`config.mk`:
```
export PLATFORM = sky130hd
export DESIGN_NAME = redmule_tile_sequencer_flat
export DESIGN_NICKNAME = d
export VERILOG_FILES = /design/src/rtl/redmule_tile_sequencer_if.sv /design/src/rtl/redmule_tile_sequencer.sv /design/src/flat_wrapper.sv
export SDC_FILE = /design/constraint.sdc
export NUM_CORES = 1
export LEC_CHECK = 0
export ABC_AREA = 1
export ABC_CLOCK_PERIOD_IN_PS = 4000
export CORE_MARGIN = 2
export CORE_UTILIZATION = 53
export DETAILED_ROUTE_END_ITERATION = 8
export PLACE_DENSITY_LB_ADDON = 0.1
export RECOVER_POWER = 50
export SLEW_MARGIN = 40
export SYNTH_ARGS = -nofsm -noshare
export SYNTH_HDL_FRONTEND = slang
export SYNTH_SLANG_ARGS = --single-unit
export TNS_END_PERCENT = 10
```
`constraint.sdc`:
```
create_clock -name clk_i -period 4 [get_ports clk_i]
set_input_delay 1 -clock clk_i [delete_from_list [all_inputs] [get_ports clk_i]]
set_output_delay 1 -clock clk_i [all_outputs]
set_load 0.01 [all_outputs]
```
`src/rtl/redmule_tile_sequencer_if.sv`:
```
// Tile command channel from the sequencer to the streamer/scheduler.
// master: drives a valid command plus the tile payload and receives ready.
// slave : receives the command and returns ready.
// Payload: tile indices (m, k, n), effective sizes (rows, cols, depth),
//          and accumulate/store flags (first_n, last_n, last).
interface redmule_tile_sequencer_if;
    logic        tile_valid_o;
    logic        tile_ready_i;
    logic [15:0] tile_m_o;
    logic [15:0] tile_k_o;
    logic [15:0] tile_n_o;
    logic [7:0]  tile_rows_o;
    logic [7:0]  tile_cols_o;
    logic [7:0]  tile_depth_o;
    logic        first_n_o;
    logic        last_n_o;
    logic        last_o;

    modport master (
        output tile_valid_o,
        output tile_m_o,
        output tile_k_o,
        output tile_n_o,
        output tile_rows_o,
        output tile_cols_o,
        output tile_depth_o,
        output first_n_o,
        output last_n_o,
        output last_o,
        input  tile_ready_i
    );

    modport slave (
        input  tile_valid_o,
        input  tile_m_o,
        input  tile_k_o,
        input  tile_n_o,
        input  tile_rows_o,
        input  tile_cols_o,
        input  tile_depth_o,
        input  first_n_o,
        input  last_n_o,
        input  last_o,
        output tile_ready_i
    );
endinterface

```
`src/rtl/redmule_tile_sequencer.sv`:
```
// Tile-iteration sequencer for the RedMulE GEMM engine.
// Latches the tiler's iteration counts/leftovers on start_i, then walks the
// tile loops (M outer, K middle, N inner), issuing one command per tile over
// the tile_if valid/ready channel.
// Ports:
//   clk_i, rst_ni          clock, async active-low reset
//   clear_i                synchronous abort back to IDLE (no done pulse)
//   start_i                tiler configuration-valid pulse
//   *_iter_i, *_lftovr_i   tile counts and last-tile leftovers (0 = full)
//   tile_if                command channel (master side)
//   busy_o, done_o         job in progress / one-cycle completion pulse
//   store_cnt_o            store-triggering tiles accepted in this job
module redmule_tile_sequencer #(
    parameter int unsigned ARRAY_WIDTH = 12,
    parameter int unsigned TILE        = 16
) (
    input  logic                            clk_i,
    input  logic                            rst_ni,
    input  logic                            clear_i,
    input  logic                            start_i,
    input  logic [15:0]                     x_rows_iter_i,
    input  logic [15:0]                     w_cols_iter_i,
    input  logic [15:0]                     x_cols_iter_i,
    input  logic [7:0]                      x_rows_lftovr_i,
    input  logic [7:0]                      w_cols_lftovr_i,
    input  logic [7:0]                      x_cols_lftovr_i,
    redmule_tile_sequencer_if.master        tile_if,
    output logic                            busy_o,
    output logic                            done_o,
    output logic [15:0]                     store_cnt_o
);

    localparam int unsigned IDX_W = 16;
    localparam int unsigned SZ_W  = 8;

    localparam logic [SZ_W-1:0] FULL_ROWS = SZ_W'(ARRAY_WIDTH);
    localparam logic [SZ_W-1:0] FULL_TILE = SZ_W'(TILE);

    typedef enum logic [1:0] {
        IDLE = 2'd0,
        RUN  = 2'd1,
        DONE = 2'd2
    } state_e;

    state_e state_q, state_d;

    // Latched job configuration
    logic [IDX_W-1:0] m_iter_q, m_iter_d;
    logic [IDX_W-1:0] k_iter_q, k_iter_d;
    logic [IDX_W-1:0] n_iter_q, n_iter_d;
    logic [SZ_W-1:0]  m_lo_q, m_lo_d;
    logic [SZ_W-1:0]  k_lo_q, k_lo_d;
    logic [SZ_W-1:0]  n_lo_q, n_lo_d;

    // Loop indices and store counter
    logic [IDX_W-1:0] m_q, m_d;
    logic [IDX_W-1:0] k_q, k_d;
    logic [IDX_W-1:0] n_q, n_d;
    logic [IDX_W-1:0] store_cnt_q, store_cnt_d;

    // Registered command payload and status
    logic             valid_q, valid_d;
    logic [SZ_W-1:0]  rows_q, rows_d;
    logic [SZ_W-1:0]  cols_q, cols_d;
    logic [SZ_W-1:0]  depth_q, depth_d;
    logic             first_n_q, first_n_d;
    logic             last_n_q, last_n_d;
    logic             last_q, last_d;
    logic             busy_q, busy_d;
    logic             done_q, done_d;

    logic             hs_c;
    logic             k_wrap_c;
    logic             run_d_c;
    logic             m_is_last_c;
    logic             k_is_last_c;
    logic             n_is_last_c;

    // Picks the leftover on the last index of a dimension, else the full size
    function automatic logic [SZ_W-1:0] eff_size(
        input logic            is_last,
        input logic [SZ_W-1:0] lftovr,
        input logic [SZ_W-1:0] full
    );
        return (is_last && (lftovr != '0)) ? lftovr : full;
    endfunction

    // Next-state, counter advance and next payload
    always_comb begin
        state_d     = state_q;
        m_iter_d    = m_iter_q;
        k_iter_d    = k_iter_q;
        n_iter_d    = n_iter_q;
        m_lo_d      = m_lo_q;
        k_lo_d      = k_lo_q;
        n_lo_d      = n_lo_q;
        m_d         = m_q;
        k_d         = k_q;
        n_d         = n_q;
        store_cnt_d = store_cnt_q;

        hs_c     = valid_q && tile_if.tile_ready_i;
        k_wrap_c = (k_q == IDX_W'(k_iter_q - IDX_W'(1)));

        unique case (state_q)
            IDLE: begin
                if (start_i) begin
                    m_iter_d    = x_rows_iter_i;
                    k_iter_d    = w_cols_iter_i;
                    n_iter_d    = x_cols_iter_i;
                    m_lo_d      = x_rows_lftovr_i;
                    k_lo_d      = w_cols_lftovr_i;
                    n_lo_d      = x_cols_lftovr_i;
                    m_d         = '0;
                    k_d         = '0;
                    n_d         = '0;
                    store_cnt_d = '0;
                    if ((x_rows_iter_i == '0) || (w_cols_iter_i == '0) ||
                        (x_cols_iter_i == '0)) begin
                        state_d = DONE;
                    end else begin
                        state_d = RUN;
                    end
                end
            end
            RUN: begin
                if (hs_c) begin
                    if (last_n_q) begin
                        store_cnt_d = IDX_W'(store_cnt_q + IDX_W'(1));
                    end
                    if (last_q) begin
                        // Park indices at zero rather than stepping past the bound
                        m_d     = '0;
                        k_d     = '0;
                        n_d     = '0;
                        state_d = DONE;
                    end else if (last_n_q) begin
                        n_d = '0;
                        if (k_wrap_c) begin
                            k_d = '0;
                            m_d = IDX_W'(m_q + IDX_W'(1));
                        end else begin
                            k_d = IDX_W'(k_q + IDX_W'(1));
                        end
                    end else begin
                        n_d = IDX_W'(n_q + IDX_W'(1));
                    end
                end
            end
            DONE: begin
                state_d = IDLE;
            end
            default: begin
                state_d = IDLE;
            end
        endcase

        // Abort wins over start and over an in-flight handshake
        if (clear_i) begin
            state_d     = IDLE;
            m_iter_d    = '0;
            k_iter_d    = '0;
            n_iter_d    = '0;
            m_lo_d      = '0;
            k_lo_d      = '0;
            n_lo_d      = '0;
            m_d         = '0;
            k_d         = '0;
            n_d         = '0;
            store_cnt_d = '0;
        end

        // Payload for the tile that will be presented next cycle
        run_d_c     = (state_d == RUN);
        m_is_last_c = (m_d == IDX_W'(m_iter_d - IDX_W'(1)));
        k_is_last_c = (k_d == IDX_W'(k_iter_d - IDX_W'(1)));
        n_is_last_c = (n_d == IDX_W'(n_iter_d - IDX_W'(1)));

        valid_d   = run_d_c;
        rows_d    = run_d_c ? eff_size(m_is_last_c, m_lo_d, FULL_ROWS) : '0;
        cols_d    = run_d_c ? eff_size(k_is_last_c, k_lo_d, FULL_TILE) : '0;
        depth_d   = run_d_c ? eff_size(n_is_last_c, n_lo_d, FULL_TILE) : '0;
        first_n_d = run_d_c && (n_d == '0);
        last_n_d  = run_d_c && n_is_last_c;
        last_d    = run_d_c && m_is_last_c && k_is_last_c && n_is_last_c;
        busy_d    = (state_d != IDLE);
        done_d    = (state_d == DONE);
    end

    // State, configuration, counters and output registers
    always_ff @(posedge clk_i or negedge rst_ni) begin
        if (!rst_ni) begin
            state_q     <= IDLE;
            m_iter_q    <= '0;
            k_iter_q    <= '0;
            n_iter_q    <= '0;
            m_lo_q      <= '0;
            k_lo_q      <= '0;
            n_lo_q      <= '0;
            m_q         <= '0;
            k_q         <= '0;
            n_q         <= '0;
            store_cnt_q <= '0;
            valid_q     <= 1'b0;
            rows_q      <= '0;
            cols_q      <= '0;
            depth_q     <= '0;
            first_n_q   <= 1'b0;
            last_n_q    <= 1'b0;
            last_q      <= 1'b0;
            busy_q      <= 1'b0;
            done_q      <= 1'b0;
        end else begin
            state_q     <= state_d;
            m_iter_q    <= m_iter_d;
            k_iter_q    <= k_iter_d;
            n_iter_q    <= n_iter_d;
            m_lo_q      <= m_lo_d;
            k_lo_q      <= k_lo_d;
            n_lo_q      <= n_lo_d;
            m_q         <= m_d;
            k_q         <= k_d;
            n_q         <= n_d;
            store_cnt_q <= store_cnt_d;
            valid_q     <= valid_d;
            rows_q      <= rows_d;
            cols_q      <= cols_d;
            depth_q     <= depth_d;
            first_n_q   <= first_n_d;
            last_n_q    <= last_n_d;
            last_q      <= last_d;
            busy_q      <= busy_d;
            done_q      <= done_d;
        end
    end

    assign tile_if.tile_valid_o = valid_q;
    assign tile_if.tile_m_o     = m_q;
    assign tile_if.tile_k_o     = k_q;
    assign tile_if.tile_n_o     = n_q;
    assign tile_if.tile_rows_o  = rows_q;
    assign tile_if.tile_cols_o  = cols_q;
    assign tile_if.tile_depth_o = depth_q;
    assign tile_if.first_n_o    = first_n_q;
    assign tile_if.last_n_o     = last_n_q;
    assign tile_if.last_o       = last_q;
    assign busy_o               = busy_q;
    assign done_o               = done_q;
    assign store_cnt_o          = store_cnt_q;

endmodule

```
`src/flat_wrapper.sv`:
```
// flat-port wrapper written by rule: the top's interface ports become plain ports
module redmule_tile_sequencer_flat 
#(
    parameter int unsigned ARRAY_WIDTH = 12,
    parameter int unsigned TILE        = 16
)
  (clk_i, rst_ni, clear_i, start_i, x_rows_iter_i, w_cols_iter_i, x_cols_iter_i, x_rows_lftovr_i, w_cols_lftovr_i, x_cols_lftovr_i, busy_o, done_o, store_cnt_o, tile_if_tile_valid_o, tile_if_tile_m_o, tile_if_tile_k_o, tile_if_tile_n_o, tile_if_tile_rows_o, tile_if_tile_cols_o, tile_if_tile_depth_o, tile_if_first_n_o, tile_if_last_n_o, tile_if_last_o, tile_if_tile_ready_i);
  redmule_tile_sequencer_if tile_if_i ();
  input  logic clk_i;
  input  logic rst_ni;
  input  logic clear_i;
  input  logic start_i;
  input  logic [15:0] x_rows_iter_i;
  input  logic [15:0] w_cols_iter_i;
  input  logic [15:0] x_cols_iter_i;
  input  logic [7:0] x_rows_lftovr_i;
  input  logic [7:0] w_cols_lftovr_i;
  input  logic [7:0] x_cols_lftovr_i;
  output logic busy_o;
  output logic done_o;
  output logic [15:0] store_cnt_o;
  output wire logic [$bits(tile_if_i.tile_valid_o)-1:0] tile_if_tile_valid_o;
  output wire logic [$bits(tile_if_i.tile_m_o)-1:0] tile_if_tile_m_o;
  output wire logic [$bits(tile_if_i.tile_k_o)-1:0] tile_if_tile_k_o;
  output wire logic [$bits(tile_if_i.tile_n_o)-1:0] tile_if_tile_n_o;
  output wire logic [$bits(tile_if_i.tile_rows_o)-1:0] tile_if_tile_rows_o;
  output wire logic [$bits(tile_if_i.tile_cols_o)-1:0] tile_if_tile_cols_o;
  output wire logic [$bits(tile_if_i.tile_depth_o)-1:0] tile_if_tile_depth_o;
  output wire logic [$bits(tile_if_i.first_n_o)-1:0] tile_if_first_n_o;
  output wire logic [$bits(tile_if_i.last_n_o)-1:0] tile_if_last_n_o;
  output wire logic [$bits(tile_if_i.last_o)-1:0] tile_if_last_o;
  input wire logic [$bits(tile_if_i.tile_ready_i)-1:0] tile_if_tile_ready_i;
  assign tile_if_tile_valid_o = tile_if_i.tile_valid_o;
  assign tile_if_tile_m_o = tile_if_i.tile_m_o;
  assign tile_if_tile_k_o = tile_if_i.tile_k_o;
  assign tile_if_tile_n_o = tile_if_i.tile_n_o;
  assign tile_if_tile_rows_o = tile_if_i.tile_rows_o;
  assign tile_if_tile_cols_o = tile_if_i.tile_cols_o;
  assign tile_if_tile_depth_o = tile_if_i.tile_depth_o;
  assign tile_if_first_n_o = tile_if_i.first_n_o;
  assign tile_if_last_n_o = tile_if_i.last_n_o;
  assign tile_if_last_o = tile_if_i.last_o;
  assign tile_if_i.tile_ready_i = tile_if_tile_ready_i;
  redmule_tile_sequencer #(.ARRAY_WIDTH(ARRAY_WIDTH), .TILE(TILE)) u_core (.clk_i(clk_i), .rst_ni(rst_ni), .clear_i(clear_i), .start_i(start_i), .x_rows_iter_i(x_rows_iter_i), .w_cols_iter_i(w_cols_iter_i), .x_cols_iter_i(x_cols_iter_i), .x_rows_lftovr_i(x_rows_lftovr_i), .w_cols_lftovr_i(w_cols_lftovr_i), .x_cols_lftovr_i(x_cols_lftovr_i), .tile_if(tile_if_i), .busy_o(busy_o), .done_o(done_o), .store_cnt_o(store_cnt_o));
endmodule
```
==> results of run 1 <==
## metrics by stage
stage	worst slack (ns)	area (um2)	hold slack, ns
2_1_floorplan	0.634	11600	0.496
3_3_place_gp	-0.134	14100	0.500
3_5_place_dp	-0.204	14100	0.522
4_1_cts	0.257	14800	0.545
5_1_grt	-0.00591	14700	0.577
6_report	0.207	14700	0.539
## cells by family (layout without fill, tap and decap cells)
group | count (synthesis) | in the layout | share of synthesized area [%]
compound gates | 155 | 155 | 7.44
fa+ha+maj | 8 | 8 | 0.865
flops | 168 | 168 | 36.3
buf+inv | 300 | 548 | 10.3
xor+xnor | 79 | 79 | 5.98
simple gates | 956 | 956 | 39.1
## worst paths after layout
| path | slack [ns] | startpoint | to | cells after the start |
|---|---|---|---|---|
| min in group asynchronous | 1.11 | rst_ni | u_core.tile_if.tile_k_o[3] | 1 |
| max | 0.21 | start_i | u_core.tile_if.tile_cols_o[2] | 19 |
| max in group asynchronous | 0.77 | rst_ni | u_core.tile_if.tile_m_o[0] | 2 |
| max reg2reg | 0.30 | u_core.k_iter_q[0] | u_core.tile_if.tile_cols_o[2] | 24 |
| min | 0.54 | u_core.store_cnt_o[4] | u_core.store_cnt_o[4] | 2 |
| min reg2reg | 0.54 | u_core.store_cnt_o[4] | u_core.store_cnt_o[4] | 2 |
## layout make-up
| cell class | count | share of cell area [%] |
|---|---|---|
| multi-input cells | 1198 | 42.0 |
| flip-flops and latches | 168 | 28.5 |
| repair buffers | 263 | 16.3 |
| inverters | 253 | 6.46 |
| clock buffers | 17 | 2.89 |
| well taps | 280 | 2.38 |
| clock inverters | 15 | 1.45 |
## worst max-delay path: cells and delay by family
family          cells  cell delay (ns)
xor+xnor            1             0.19
compound gates      1             0.15
fa+ha+maj           1             0.23
simple gates       11             1.55
buf+inv             5             1.03
## power by group
part,switching [mW],total (mW),internal (mW)
clock,0.877,1.75,0.874
sequential,0.0668,1.84,1.77
combinational,0.786,1.30,0.517
total,1.73,4.90,3.17
## state kept, by name (all words and copies together), names as in the netlist, 16 cells and up
register	count
u_core.k_iter_q	16
u_core.tile_if.tile_m_o	16
u_core.tile_if.tile_k_o	16
u_core.store_cnt_o	16
u_core.n_iter_q	16
u_core.tile_if.tile_n_o	16
u_core.m_iter_q	16
## repair_timing
item / in CTS / in global routing
setup endpoints to repair: 0 / 22
gates resized for setup: 0 / 4
buffers inserted: 0 / 3
## routing by layer
layer	track usage [%]	up-vias	wire length [um]	share of wire, %
li1	-	5757	-	-
met1	42.4	5414	15300	44
met2	50.3	430	16200	47
met3	5.36	63	2430	7.0
met4	10.9	0	863	2.5
met5	0	-	0	0
## layout by cell type, fill, tap and decap left out, types with 4 or more instances in the layout
master | synthesis | routed
a21oi_1 | 72 | 71
nor2_4 | 9 | 9
inv_2 | 13 | 11
inv_12 | 0 | 5
clkbuf_1 | 17 | 10
nand3_1 | 104 | 104
buf_4 | 5 | 75
nor3_2 | 12 | 10
clkdlybuf4s50_1 | 0 | 168
o21ai_0 | 55 | 55
nand2_2 | 13 | 13
clkinv_8 | 0 | 6
buf_12 | 0 | 4
nand3b_1 | 12 | 12
o211ai_1 | 4 | 4
nor2_2 | 26 | 27
xor2_1 | 71 | 71
xnor2_1 | 8 | 7
inv_1 | 236 | 238
or3_1 | 5 | 5
nor4_1 | 24 | 24
nor3_1 | 57 | 59
nor2_1 | 250 | 249
or2_2 | 5 | 5
clkbuf_16 | 0 | 17
or2_0 | 3 | 4
or2_1 | 16 | 15
ha_1 | 8 | 6
o21ai_1 | 5 | 5
nand3_2 | 8 | 8
dfrtp_1 | 168 | 168
nand2_1 | 364 | 364
nand4_1 | 30 | 30
==> out/metrics.cfg, run 1 <==
[status]
violations=capacitance limit, slew limit
status=complete, but fails checks

[yosys]
synth-seq-cells=168
yosysTopAreaCellShare_pct=36.3
synth_cell_types=59
avgSynthCellArea_um2=6.95
ys_seq_area_share_pct=36.3
synth_edf_count=0
netlist_top_cells_area=dfrtp_1, nand2_1, nor2_1
post-synth-top-count-cell=nand2_1
synthFlopType=dfrtp_1
async_flop_share_pct=100
synth_top_cell_by_area=dfrtp_1
syn_area_um2=11600
yosys_warnings=0
syn-num-nets=1751
synth_cells=1666
synth_common_cells=nand2_1, nor2_1, inv_1

[detailed_routing]
vias=11700
vias_per_cell=5.32
drcViolationCount=0
post_drt_wl_per_cell_um=15.9
wirelength_um=34800
dr.first_iter.drc_count=692
ant_nets=0
drtPass1Iterations=7

[clock_network]
ctsHoldBuffers=0
cts_tree=yes
clk_pin_slew_ns=0.08
worstSkewPairLatency_ns=0.45
cts.sinks=168
cts_max_level=4
root_buffer=clkbuf_16
clockBufferDepth=2
cts_buffers=17

[place]
gp_congestion=0.933
port_buffers=170
dp_hpwl_um=27100
dpl.cell_count=2159

[critical_path]
cp_slowest_stage_delay_ns=0.48
setup.worst_path.start_class=input pin
path_common_cell=nand2_1
crit_fanout=10
critical_path_class=input pin to register
critPathArrivalTime_ns=4.16
worst_path_max_delay_cell=clkdlybuf4s50_1
crit_chain=clkdlybuf4s50_1, nand3_4, buf_4, buf_4, nand2_1, o211ai_1, ha_1, nand2_1, nor2_2, buf_4, xor2_1, inv_1, nand2_1, nand2_1, nor2_1, nand4_1, nor2_2, nand4_4, nor2_2
end_kind=register
cp.required_ns=4.37

[hold_path]
hold_class=register to register

[layout]
stdcell_count=2194
nNetsFinal=1986
drive_gt1_share_pct=11.8
syn_to_final_growth_pct=27.3
antenna_cells=0
fillers=1904
multi_input_area_um2=6190
regArea_um2=4200
fin_util_pct=68.2

[pwr]
power_leakage_nw=7.35
power_mw=4.90
peakVddDrop_mv=0.293
power.density_nw_per_um2=332

[timing]
final.period_utilization_pct=94.8
hold_violations=0
min_period_ns=3.79
setup_viol=0
finClkSkew_ns=0.0138
final_max_slew_viol_count=77
fmax_mhz=264
setup_tns_ns=0
timing.slew.headroom_pct=-34.0
worst_pin_slew_ns=2.01

[floorplanning]
die_x_um=152
rows=54
core_area_um2=21600
io_pins=171
fp.dieH_um=152
die_area_um2=23000
initial_core_util_pct=53.5

[global_route]
grt_usage_pct=31.2
grt_pass1_vias=11200
grt_max_degree=77
grt_pass1_wl_um=55700
grt-ovfl-total=0
antenna_found_initial=0

[run]
drv_cap=1

(Power assumes the default switching activity.)
==> inputs of run 2 (changes only) <==
--- a/config.mk
+++ b/config.mk
@@ -6,7 +6,7 @@
 export NUM_CORES = 1
 export LEC_CHECK = 0
 export ABC_AREA = 1
-export ABC_CLOCK_PERIOD_IN_PS = 4000
+export ABC_CLOCK_PERIOD_IN_PS = 3700
 export CORE_MARGIN = 2
 export CORE_UTILIZATION = 53
 export DETAILED_ROUTE_END_ITERATION = 8
==> constraint.sdc (replaced) <==
create_clock -name clk_i -period 3.7 [get_ports clk_i]
set_input_delay 0.925 -clock clk_i [delete_from_list [all_inputs] [get_ports clk_i]]
set_output_delay 0.925 -clock clk_i [all_outputs]
set_load 0.01 [all_outputs]
==> run 2 against run 1 <==
Global-route usage is 0.15 points higher; combinational power is 12% higher; the run still ends with capacitance limit, slew limit left; via count is 2.0% higher; die area stayed put; clock skew is 0.00061 ns lower; largest cell class unchanged.
==> out/metrics.cfg, run 2 (synthesized netlist as in run 1, its figures left out) <==
[clock_network]
root_buffer=clkbuf_16  ; unchanged
worstSkewPairLatency_ns=0.45  ; about the same
cts_max_level=4  ; unchanged
clk_pin_slew_ns=0.08  ; about the same
cts.sinks=168  ; unchanged
cts_tree=yes  ; unchanged
cts_buffers=17  ; unchanged
clockBufferDepth=2  ; unchanged

[critical_path]
critPathArrivalTime_ns=3.81  ; was 4.16 ns
endpoint=u_core.tile_if.tile_cols_o[6]  ; was u_core.tile_if.tile_cols_o[2]
setup.worst_path.start_class=register  ; was input pin
critical_path_class=register to register  ; was input pin to register
cp-startpoint=u_core.k_iter_q[1]  ; was start_i
timing.reg2reg.setup_slack_ns=0.26  ; was 0.30 ns
r2r_end=u_core.tile_if.tile_cols_o[6]  ; was u_core.tile_if.tile_cols_o[2]
end_kind=register  ; unchanged
r2r-start=u_core.k_iter_q[1]  ; was u_core.k_iter_q[0]
crit_fanout=10  ; unchanged
r2r_cells=21  ; was 24
cp.required_ns=4.07  ; was 4.37 ns

[floorplanning]
io_pins=171  ; unchanged
core_area_um2=21600  ; unchanged
die_area_um2=23000  ; unchanged
initial_core_util_pct=53.5  ; unchanged
fp.dieH_um=152  ; unchanged
rows=54  ; unchanged
die_x_um=152  ; unchanged

[pwr]
power_switching_mw=1.89  ; was 1.73 mW
power.density_nw_per_um2=353  ; was 332 nW/um2
power_leakage_nw=7.59  ; was 7.35 nW
p_comb_share_pct=27.2  ; was 26.6%
power.share.clock_pct=35.5  ; was 35.8%
seqPwrFrac_pct=37.3  ; was 37.6%
p_int_mw=3.45  ; was 3.17 mW
p_sw_share_pct=35.4  ; was 35.3%
peakVddDrop_mv=0.285  ; was 0.293 mV

[run]
drv_cap=1  ; unchanged

[layout]
stdcell_count=2249  ; was 2194
post-route-cell-area_um2=15100  ; was 14700 um2
fin_util_pct=69.9  ; was 68.2%
final_common_cell=nand2_1  ; unchanged
syn_to_final_growth_pct=30.6  ; was 27.3%
drive_gt1_share_pct=14.3  ; was 11.8%
layout_common_cells=nand2_1, nor2_1, inv_1, dfrtp_1, clkdlybuf4s50_1  ; was nand2_1, nor2_1, inv_1, clkdlybuf4s50_1, dfrtp_1
nNetsFinal=2041  ; was 1986
antenna_cells=0  ; unchanged

[status]
status=complete, but fails checks  ; unchanged
violations=capacitance limit, slew limit  ; unchanged

[global_route]
grt_max_degree=76  ; was 77
grt_usage_pct=31.3  ; was 31.2%
grt-ovfl-total=0  ; unchanged
grt_pass1_wl_um=55900  ; was 55700 um
antenna_found_initial=0  ; unchanged
grt_pass1_vias=11500  ; was 11200

[place]
place_area_um2=14500  ; was 14100 um2
dpl.cell_count=2215  ; was 2159
gp_congestion=0.967  ; was 0.933
port_buffers=170  ; unchanged
dp_hpwl_um=27100  ; about the same

[timing]
setup_viol=0  ; unchanged
timing.slew.headroom_pct=-35.5  ; was -34.0%
worst_pin_slew_ns=2.03  ; was 2.01 ns
hold_violations=0  ; unchanged
rsz0062_at_grt=no
min_period_ns=3.44
finClkSkew_ns=0.0132  ; was 0.0138 ns
final_max_slew_viol_count=76  ; was 77
setup_tns_ns=0  ; unchanged
fmax_mhz=291
final.period_utilization_pct=92.9

[detailed_routing]
ant_nets=0  ; unchanged
vias=11900  ; was 11700
vias_per_cell=5.29  ; was 5.32
post_drt_wl_per_cell_um=15.6  ; was 15.9 um
drtPass1Iterations=6  ; was 7
wirelength_um=35000  ; was 34800 um
dr.first_iter.drc_count=844  ; was 692
drcViolationCount=0  ; unchanged

[hold_path]
hold_class=register to register  ; unchanged

==> run 2: layout make-up <==
class                           count  area, um2
Tap cell                          280        350
Fill cell                        1811       6500
Sequential cell                   168       4200
Timing Repair Buffer              317       2780
Clock inverter                     15        209
Multi-Input combinational cell   1199       6200
Clock buffer                       17        425
Inverter                          253        952
==> run 2: how the worst min path moves through the flow <==
stage	startpoint	end	cells after the start
6_report	u_core.store_cnt_o[4]	u_core.store_cnt_o[4]	2
5_1_grt	u_core.store_cnt_o[4]	u_core.store_cnt_o[4]	2
4_1_cts	u_core.store_cnt_o[4]	u_core.store_cnt_o[4]	2
3_5_place_dp	u_core.store_cnt_o[4]	u_core.store_cnt_o[4]	2
3_3_place_gp	u_core.store_cnt_o[4]	u_core.store_cnt_o[4]	2
2_1_floorplan	u_core.n_lo_q[4]	u_core.n_lo_q[4]	2
==> run 2: power by group through the flow <==
stage	Clock (mW)	Combinational (mW)	Sequential, mW
4_1_cts	1.91	1.46	1.99
6_report	1.90	1.45	1.99
3_3_place_gp	0	1.41	2.02
3_5_place_dp	0	1.44	2.02
5_1_grt	2.00	1.62	2.00
2_1_floorplan	0	0.889	2.01
==> run 2: through the flow <==
step | total power [mW] | worst slack (ns) | hold WS, ns
after floorplan | 2.90 | 0.409 | 0.496
after global placement | 3.43 | -0.304 | 0.502
after detailed placement | 3.46 | -0.466 | 0.514
after CTS | 5.35 | 0.0719 | 0.534
after global routing | 5.62 | 0.0109 | 0.581
final | 5.34 | 0.264 | 0.526
==> run 2: repair_timing <==
item                                    in CTS  in global routing
pin swaps                                    0                  1
setup buffers                                0                  1
gates cloned                                 0                  1
gates resized for setup                      1                  6
hold buffers                                 0                  0
endpoints found under the setup margin       1                 25
==> run 2: critical path, cell delays in order (launching register included) <==
cell and delay (ns):
dfrtp_1 0.41, inv_1 0.14, ha_2 0.30, nand2_1 0.07, inv_1 0.04, nor2_1 0.13
nand3_1 0.09, nor2_1 0.12, nand2_1 0.12, nor2_2 0.14, nand3_4 0.12, nor2_8 0.21
nand2_4 0.13, nand2_8 0.12, o21ai_0 0.08, nand2_1 0.17, xor2_1 0.13, nor2_1 0.13
nand4_1 0.15, nor2_4 0.21, nand4_4 0.19, nor2_2 0.15
==> run 2: routing by layer <==
metal  global-route usage, %  wire [um]
met1                    41.0      15200
met2                    51.8      16300
met3                    6.11       2620
met4                    11.2        979
met5                       0          0
==> inputs of run 3 (changes only) <==
--- a/config.mk
+++ b/config.mk
@@ -9,6 +9,7 @@
 export ABC_CLOCK_PERIOD_IN_PS = 3700
 export CORE_MARGIN = 2
 export CORE_UTILIZATION = 53
+export CTS_CLUSTER_SIZE = 40
 export DETAILED_ROUTE_END_ITERATION = 8
 export PLACE_DENSITY_LB_ADDON = 0.1
 export RECOVER_POWER = 50
==> results of run 3 <==
Final layout, timing and power as in run 2 (identical DEF).
